[src/rtl/enc_link_pkg.sv]
// rtl/enc_link_pkg.sv - shared types and frame constants for the encoded-code serial link
package enc_link_pkg;

  typedef enum logic [2:0] {IDLE, START, DATA, PARITY, STOP} state_e;

  localparam int   FRAME_BITS  = 6;
  localparam int   DATA_BITS   = 3;
  localparam logic LINE_IDLE   = 1'b1;
  localparam logic START_LEVEL = 1'b0;
  localparam logic STOP_LEVEL  = 1'b1;

endpackage

[src/rtl/enc_link_if.sv]
// rtl/enc_link_if.sv - code input handshake plus serial line and status bundle
interface enc_link_if;
  import enc_link_pkg::*;

  logic                 in_valid;
  logic [DATA_BITS-1:0] in_code;
  logic                 in_ready;
  logic                 tx_line;
  logic                 busy;
  logic                 fifo_full;
  logic                 fifo_empty;
  logic                 overflow_err;

  modport master (
    output in_valid, in_code,
    input  in_ready, tx_line, busy, fifo_full, fifo_empty, overflow_err
  );

  modport slave (
    input  in_valid, in_code,
    output in_ready, tx_line, busy, fifo_full, fifo_empty, overflow_err
  );

endinterface

[src/rtl/enc_link_fifo.sv]
// rtl/enc_link_fifo.sv - DEPTH x 3 code FIFO; pointers carry an extra wrap bit
module enc_link_fifo
  import enc_link_pkg::*;
#(
  parameter int DEPTH = 4
) (
  input  logic                 clk,
  input  logic                 rst,
  input  logic                 push_i,
  input  logic                 pop_i,
  input  logic [DATA_BITS-1:0] wdata_i,
  output logic [DATA_BITS-1:0] rdata_o,
  output logic                 full_o,
  output logic                 empty_o
);

  localparam int AW = $clog2(DEPTH);

  logic [AW:0]          wr_ptr_q, rd_ptr_q;
  logic [DATA_BITS-1:0] mem_q [DEPTH];
  logic                 do_push, do_pop;

  assign do_push = push_i && !full_o;
  assign do_pop  = pop_i && !empty_o;

  always_ff @(posedge clk or posedge rst) begin
    if (rst) begin
      wr_ptr_q <= '0;
      rd_ptr_q <= '0;
    end else begin
      if (do_push) wr_ptr_q <= wr_ptr_q + (AW+1)'(1);
      if (do_pop)  rd_ptr_q <= rd_ptr_q + (AW+1)'(1);
    end
  end

  always_ff @(posedge clk) begin
    if (do_push) mem_q[wr_ptr_q[AW-1:0]] <= wdata_i;
  end

  assign rdata_o = mem_q[rd_ptr_q[AW-1:0]];
  // Same slot index with differing wrap bits means the writer lapped the reader.
  assign full_o  = (wr_ptr_q[AW] != rd_ptr_q[AW]) && (wr_ptr_q[AW-1:0] == rd_ptr_q[AW-1:0]);
  assign empty_o = (wr_ptr_q == rd_ptr_q);

endmodule

[src/rtl/enc_link_tx.sv]
// rtl/enc_link_tx.sv - buffers encoder codes and sends each as a start/3-data/parity/stop frame
module enc_link_tx
  import enc_link_pkg::*;
#(
  parameter int DIV   = 4,
  parameter int DEPTH = 4
) (
  input  logic       clk,
  input  logic       rst,
  enc_link_if.slave  link
);

  state_e               state_q, state_d;
  logic [7:0]           timer_q, timer_d;
  logic [1:0]           bitcnt_q, bitcnt_d;
  logic [DATA_BITS-1:0] shreg_q, shreg_d;
  logic                 par_q, par_d;
  logic                 tx_q, tx_d;
  logic                 ovf_q;

  logic                 push, pop, full, empty, bit_end;
  logic [DATA_BITS-1:0] head;

  enc_link_fifo #(.DEPTH(DEPTH)) u_fifo (
    .clk     (clk),
    .rst     (rst),
    .push_i  (push),
    .pop_i   (pop),
    .wdata_i (link.in_code),
    .rdata_o (head),
    .full_o  (full),
    .empty_o (empty)
  );

  assign push    = link.in_valid && !full;
  assign bit_end = (timer_q == 8'(DIV - 1));

  always_ff @(posedge clk or posedge rst) begin
    if (rst) begin
      state_q  <= IDLE;
      timer_q  <= '0;
      bitcnt_q <= '0;
      shreg_q  <= '0;
      par_q    <= 1'b0;
      tx_q     <= LINE_IDLE;
      ovf_q    <= 1'b0;
    end else begin
      state_q  <= state_d;
      timer_q  <= timer_d;
      bitcnt_q <= bitcnt_d;
      shreg_q  <= shreg_d;
      par_q    <= par_d;
      tx_q     <= tx_d;
      if (link.in_valid && full) ovf_q <= 1'b1;
    end
  end

  // tx_d is the level of the bit that begins at the coming edge, so tx_line stays registered.
  always_comb begin
    state_d  = state_q;
    timer_d  = (state_q == IDLE || bit_end) ? 8'd0 : timer_q + 8'd1;
    bitcnt_d = bitcnt_q;
    shreg_d  = shreg_q;
    par_d    = par_q;
    tx_d     = tx_q;
    pop      = 1'b0;

    case (state_q)
      IDLE: begin
        tx_d = LINE_IDLE;
        if (!empty) begin
          pop     = 1'b1;
          shreg_d = head;
          par_d   = ^head;
          state_d = START;
          tx_d    = START_LEVEL;
        end
      end
      START: begin
        if (bit_end) begin
          state_d  = DATA;
          bitcnt_d = '0;
          tx_d     = shreg_q[0];
        end
      end
      DATA: begin
        if (bit_end) begin
          if (bitcnt_q == 2'(DATA_BITS - 1)) begin
            state_d  = PARITY;
            bitcnt_d = '0;
            tx_d     = par_q;
          end else begin
            bitcnt_d = bitcnt_q + 2'd1;
            shreg_d  = shreg_q >> 1;
            tx_d     = shreg_q[1];
          end
        end
      end
      PARITY: begin
        if (bit_end) begin
          state_d = STOP;
          tx_d    = STOP_LEVEL;
        end
      end
      STOP: begin
        if (bit_end) begin
          if (!empty) begin
            pop     = 1'b1;
            shreg_d = head;
            par_d   = ^head;
            state_d = START;
            tx_d    = START_LEVEL;
          end else begin
            state_d = IDLE;
            tx_d    = LINE_IDLE;
          end
        end
      end
      default: begin
        state_d = IDLE;
        tx_d    = LINE_IDLE;
      end
    endcase
  end

  assign link.in_ready     = !full;
  assign link.tx_line      = tx_q;
  assign link.busy         = (state_q != IDLE);
  assign link.fifo_full    = full;
  assign link.fifo_empty   = empty;
  assign link.overflow_err = ovf_q;

endmodule

[src/flat_wrapper.sv]
// flat-port wrapper written by rule: the top's interface ports become plain ports
module enc_link_tx_flat import enc_link_pkg::*;
#(
  parameter int DIV   = 4,
  parameter int DEPTH = 4
)
  (clk, rst, link_in_valid, link_in_code, link_in_ready, link_tx_line, link_busy, link_fifo_full, link_fifo_empty, link_overflow_err);
  enc_link_if link_i ();
  input  logic clk;
  input  logic rst;
  input wire logic [$bits(link_i.in_valid)-1:0] link_in_valid;
  input wire logic [$bits(link_i.in_code)-1:0] link_in_code;
  output wire logic [$bits(link_i.in_ready)-1:0] link_in_ready;
  output wire logic [$bits(link_i.tx_line)-1:0] link_tx_line;
  output wire logic [$bits(link_i.busy)-1:0] link_busy;
  output wire logic [$bits(link_i.fifo_full)-1:0] link_fifo_full;
  output wire logic [$bits(link_i.fifo_empty)-1:0] link_fifo_empty;
  output wire logic [$bits(link_i.overflow_err)-1:0] link_overflow_err;
  assign link_i.in_valid = link_in_valid;
  assign link_i.in_code = link_in_code;
  assign link_in_ready = link_i.in_ready;
  assign link_tx_line = link_i.tx_line;
  assign link_busy = link_i.busy;
  assign link_fifo_full = link_i.fifo_full;
  assign link_fifo_empty = link_i.fifo_empty;
  assign link_overflow_err = link_i.overflow_err;
  enc_link_tx #(.DIV(DIV), .DEPTH(DEPTH)) u_core (.clk(clk), .rst(rst), .link(link_i));
endmodule
[config.mk]
export PLATFORM = sky130hd
export DESIGN_NAME = enc_link_tx_flat
export DESIGN_NICKNAME = d
export VERILOG_FILES = /design/src/rtl/enc_link_pkg.sv /design/src/rtl/enc_link_if.sv /design/src/rtl/enc_link_fifo.sv /design/src/rtl/enc_link_tx.sv /design/src/flat_wrapper.sv
export SDC_FILE = /design/constraint.sdc
export NUM_CORES = 1
export LEC_CHECK = 0
export ABC_AREA = 1
export CAP_MARGIN = 20
export CORE_ASPECT_RATIO = 1.5
export CORE_MARGIN = 2
export CORE_UTILIZATION = 53
export DETAILED_ROUTE_END_ITERATION = 10
export PLACE_DENSITY = 0.75
export SLEW_MARGIN = 15
export SYNTH_ARGS = -nofsm -noshare
export SYNTH_HDL_FRONTEND = slang
export SYNTH_SLANG_ARGS = --single-unit
[constraint.sdc]
create_clock -name clk -period 1.4 [get_ports clk]
set_input_delay 0.28 -clock clk [delete_from_list [all_inputs] [get_ports clk]]
set_output_delay 0.28 -clock clk [all_outputs]
set_load 0.01 [all_outputs]
==> results.cfg, run 1 <==
[synthesis]
xor_xnor_cell_area_share_of_the_yosys_netlist = 0.02126
synth-compound-area-share = 0.03752
syn_area_um2 = 2001
postSynthAreaPerCell_um2 = 8.336
synth.area.mux_share = 0
synth_cell_types = 30
synth_adder_area_share = 0.03752
postSynthRegisterBits = 37
postSynth.asyncResetShare = 0.6757
synth-main-ff-cell = sky130_fd_sc_hd__dfrtp_1
synth_warnings = 0
syn_nets = 252
count_of_flip_flops_with_a_built_in_enable_after_synthesis = 12
synth_top_family_by_area = simple AND/OR/NAND/NOR gates
cell_count_after_synthesis = 240
synth_seq_area_share = 0.4934
synth_simple_gate_area_share = 0.3490

[drt]
detailedRoute.firstPassIterationCount = 4
avgViaCountPerCell = 5.331
drtIter0Drc = 54
avgRoutedWirePerCell_um = 14.67
post-route-drc-count = 0
wl_mm = 5.268
drt.antenna.violating_nets = 0
num_vias = 1914

[floorplan]
core_area_um2 = 3649
die_height_um = 79.25
fp.dieW_um = 54.17
rows = 27
initial_utilization = 0.5484
die_area_um2 = 4293
top_level_pins = 12

[placement]
place_congestion = 0.8191
dp_hpwl_mm = 3.026
pre_cts_ws_ns = -0.2431
placement.io_buffers = 11

[critical_path]
worstPathMaxFanout = 3
r2r_cells = 9
worst_setup_path_endpoint = link_fifo_empty
start_kind = register
worstSetupStartpoint = u_core.u_fifo.rd_ptr_q[2]
ff2ff_setup_slack_ns = -0.07
worstReg2RegStart = u_core.u_fifo.rd_ptr_q[2]
rr_endpoint = u_core.u_fifo.mem_q[2][1]
worstSetupPathType = reg -> out
worstSetupEndpointType = primary output
worst_ep_required_time_ns = 1.12
arrival_ns = 1.32

[sta]
drv_slew = 0
timing.fmax_mhz = 624.7
max_slew.worst_pin.slew_ns = 0.3429
setup-violations-final = 19
final_hold_viol_count = 0
rsz0062_at_grt = true
share_of_the_clock_period_used_by_the_worst_path_after_layout = 1.143
final_critical_path_setup_slack_ns = -0.2008
finalCriticalPeriod_ns = 1.601
fin_hold_ws_ns = 0.2975
relSlewSlack = 0.7696
fin_skew_ns = 0.003919

[clock_tree]
cts-root-to-sink-buffers = 2
cts_made_buffers = 5
clk_pin_slew_worst_paths_ns = 0.07
clock_sink_count = 37
ctsHoldBuffers = 0
clock_latency_ns = 0.30
cts_h_tree_lvls = 2
cts_root_buffer = sky130_fd_sc_hd__clkbuf_8
tritoncts = yes

[finish]
antenna_cells = 0
multiInputGateArea_um2 = 1162
areaGrowthSynthToFinish_pct = 51.22
regArea_um2 = 989.7
postLayoutCoreUtil = 0.8292
final_nets = 327
post_route_cells_drive_above_1_share = 0.4684
final.fill_count = 201

[global_route]
vias_in_the_first_global_route = 1726
grt_first_pass_wirelength_mm = 6.893
grt_max_degree = 26
grt_use_total = 0.2204
gr-total-overflow = 0
antenna_found_initial = 0

[power]
vdd_drop_max_mv = 2.006
cellPowerDensity_nw_per_um2 = 2466
total_power_mw = 7.462
p_leak_nw = 1.455

[status]
failed_checks = negative setup slack
outcome = finished, violations left

[flow_run]
drv_cap = 0

[worst_hold_path]
min_path_type = in -> async
==> what timing repair did <==
action	in CTS	in global routing
hold endpoints to repair	0	0
gates resized for setup	51	62
pin swaps	13	34
endpoints found under the setup margin	19	32
setup buffers	11	14
==> metal layers <==
layer	vias up	share of wire	track usage
met1	952	0.35	0.2078
met4	0	0.014	0.07250
li1	913	-	-
met2	40	0.61	0.4265
met3	9	0.030	0.05639
met5	-	0	0
==> stage by stage <==
| step | TNS, ns | instances | cell area (µm²) |
|---|---|---|---|
| final | -1.133 | 359 | 3025 |
| after global routing | -2.586 | 359 | 3025 |
| after CTS | -0.7155 | 346 | 2675 |
| after detailed placement | -1.551 | 329 | 2436 |
| after global placement | -1.124 | 329 | 2436 |
| after floorplan | 0 | 240 | 2001 |
==> report_power, final <==
group / internal (mW) / switching [mW]
logic: 2.27 / 2.68
registers: 1.51 / 0.257
clock network: 0.352 / 0.395
==> registers in the layout (all words and copies together), names as in the netlist <==
| signal | count |
|---|---|
| u_core.u_fifo.wr_ptr_q | 3 |
| u_core.u_fifo.mem_q | 12 |
| u_core.shreg_q | 3 |
| u_core.link.tx_line | 1 |
| u_core.u_fifo.rd_ptr_q | 3 |
| u_core.bitcnt_q | 2 |
| u_core.par_q | 1 |
| u_core.state_q | 3 |
| u_core.timer_q | 8 |
| u_core.link.overflow_err | 1 |
==> cells in the mapped netlist, types with 4 or more instances <==
master                     instances  area share
sky130_fd_sc_hd__inv_1            26       0.049
sky130_fd_sc_hd__a21oi_1           5       0.013
sky130_fd_sc_hd__nor2_1           21       0.039
sky130_fd_sc_hd__dfrtp_1          24        0.30
sky130_fd_sc_hd__o21ai_0           4       0.010
sky130_fd_sc_hd__nand3_1          25       0.063
sky130_fd_sc_hd__nand2_1          78        0.15
sky130_fd_sc_hd__ha_1              6       0.038
sky130_fd_sc_hd__edfxtp_1         12        0.18
==> cells by family after synthesis <==
| family | after synthesis |
|---|---|
| simple gates | 149 |
| flops | 37 |
| buf+inv | 30 |
| compound gates | 14 |
| fa+ha+maj | 6 |
| xor+xnor | 4 |
==> how the worst min path moves through the flow <==
stage	cells past startpoint	slack [ns]	endpoint	start
5_1_grt	3	0.33	u_core.timer_q[2]	rst
2_1_floorplan	1	0.31	u_core.bitcnt_q[0]	rst
3_5_place_dp	1	0.45	u_core.link.overflow_err	u_core.link.overflow_err
6_report	3	0.30	u_core.timer_q[2]	rst
3_3_place_gp	1	0.44	u_core.link.overflow_err	u_core.link.overflow_err
4_1_cts	3	0.31	u_core.timer_q[2]	rst
==> final cells by class <==
class | instances | share of cell area
multi-input cells | 173 | 0.3842
flip-flops and latches | 37 | 0.3271
repair buffers | 69 | 0.2031
inverters | 29 | 0.03763
clock buffers | 5 | 0.02275
well taps | 43 | 0.01778
clock inverters | 3 | 0.007444
==> critical path, cell delays in order (launching register included) <==
cell and delay [ns]:
sky130_fd_sc_hd__dfrtp_1 0.42, sky130_fd_sc_hd__inv_2 0.08, sky130_fd_sc_hd__nand2_2 0.05, sky130_fd_sc_hd__nand2_2 0.07, sky130_fd_sc_hd__inv_2 0.06, sky130_fd_sc_hd__buf_6 0.12, sky130_fd_sc_hd__nor2_4 0.11, sky130_fd_sc_hd__buf_6 0.11
==> cells in the final DEF, fill, tap and decap left out, types with 3 or more instances in the layout <==
cell type / instances
sky130_fd_sc_hd__nand2_4: 7
sky130_fd_sc_hd__inv_1: 20
sky130_fd_sc_hd__nand2_2: 21
sky130_fd_sc_hd__nand3_1: 14
sky130_fd_sc_hd__nor2_2: 7
sky130_fd_sc_hd__o21ai_1: 4
sky130_fd_sc_hd__inv_2: 7
sky130_fd_sc_hd__nand3_2: 7
sky130_fd_sc_hd__nand2_1: 56
sky130_fd_sc_hd__clkdlybuf4s50_1: 5
sky130_fd_sc_hd__nand3_4: 6
sky130_fd_sc_hd__dfrtp_1: 22
sky130_fd_sc_hd__clkbuf_8: 5
sky130_fd_sc_hd__a21oi_1: 5
sky130_fd_sc_hd__ha_1: 4
sky130_fd_sc_hd__nand4_1: 3
sky130_fd_sc_hd__buf_4: 45
sky130_fd_sc_hd__nor2_1: 10
sky130_fd_sc_hd__nor2_4: 9
sky130_fd_sc_hd__edfxtp_1: 12
sky130_fd_sc_hd__buf_6: 15
(Power assumes the default switching activity.)
==> inputs of run 2 (changes only) <==
--- a/config.mk
+++ b/config.mk
@@ -12,7 +12,6 @@
 export CORE_UTILIZATION = 53
 export DETAILED_ROUTE_END_ITERATION = 10
 export PLACE_DENSITY = 0.75
-export SLEW_MARGIN = 15
 export SYNTH_ARGS = -nofsm -noshare
 export SYNTH_HDL_FRONTEND = slang
 export SYNTH_SLANG_ARGS = --single-unit
==> results of run 2 <==
No change in the layout: final DEF, timing and power equal those of run 1.
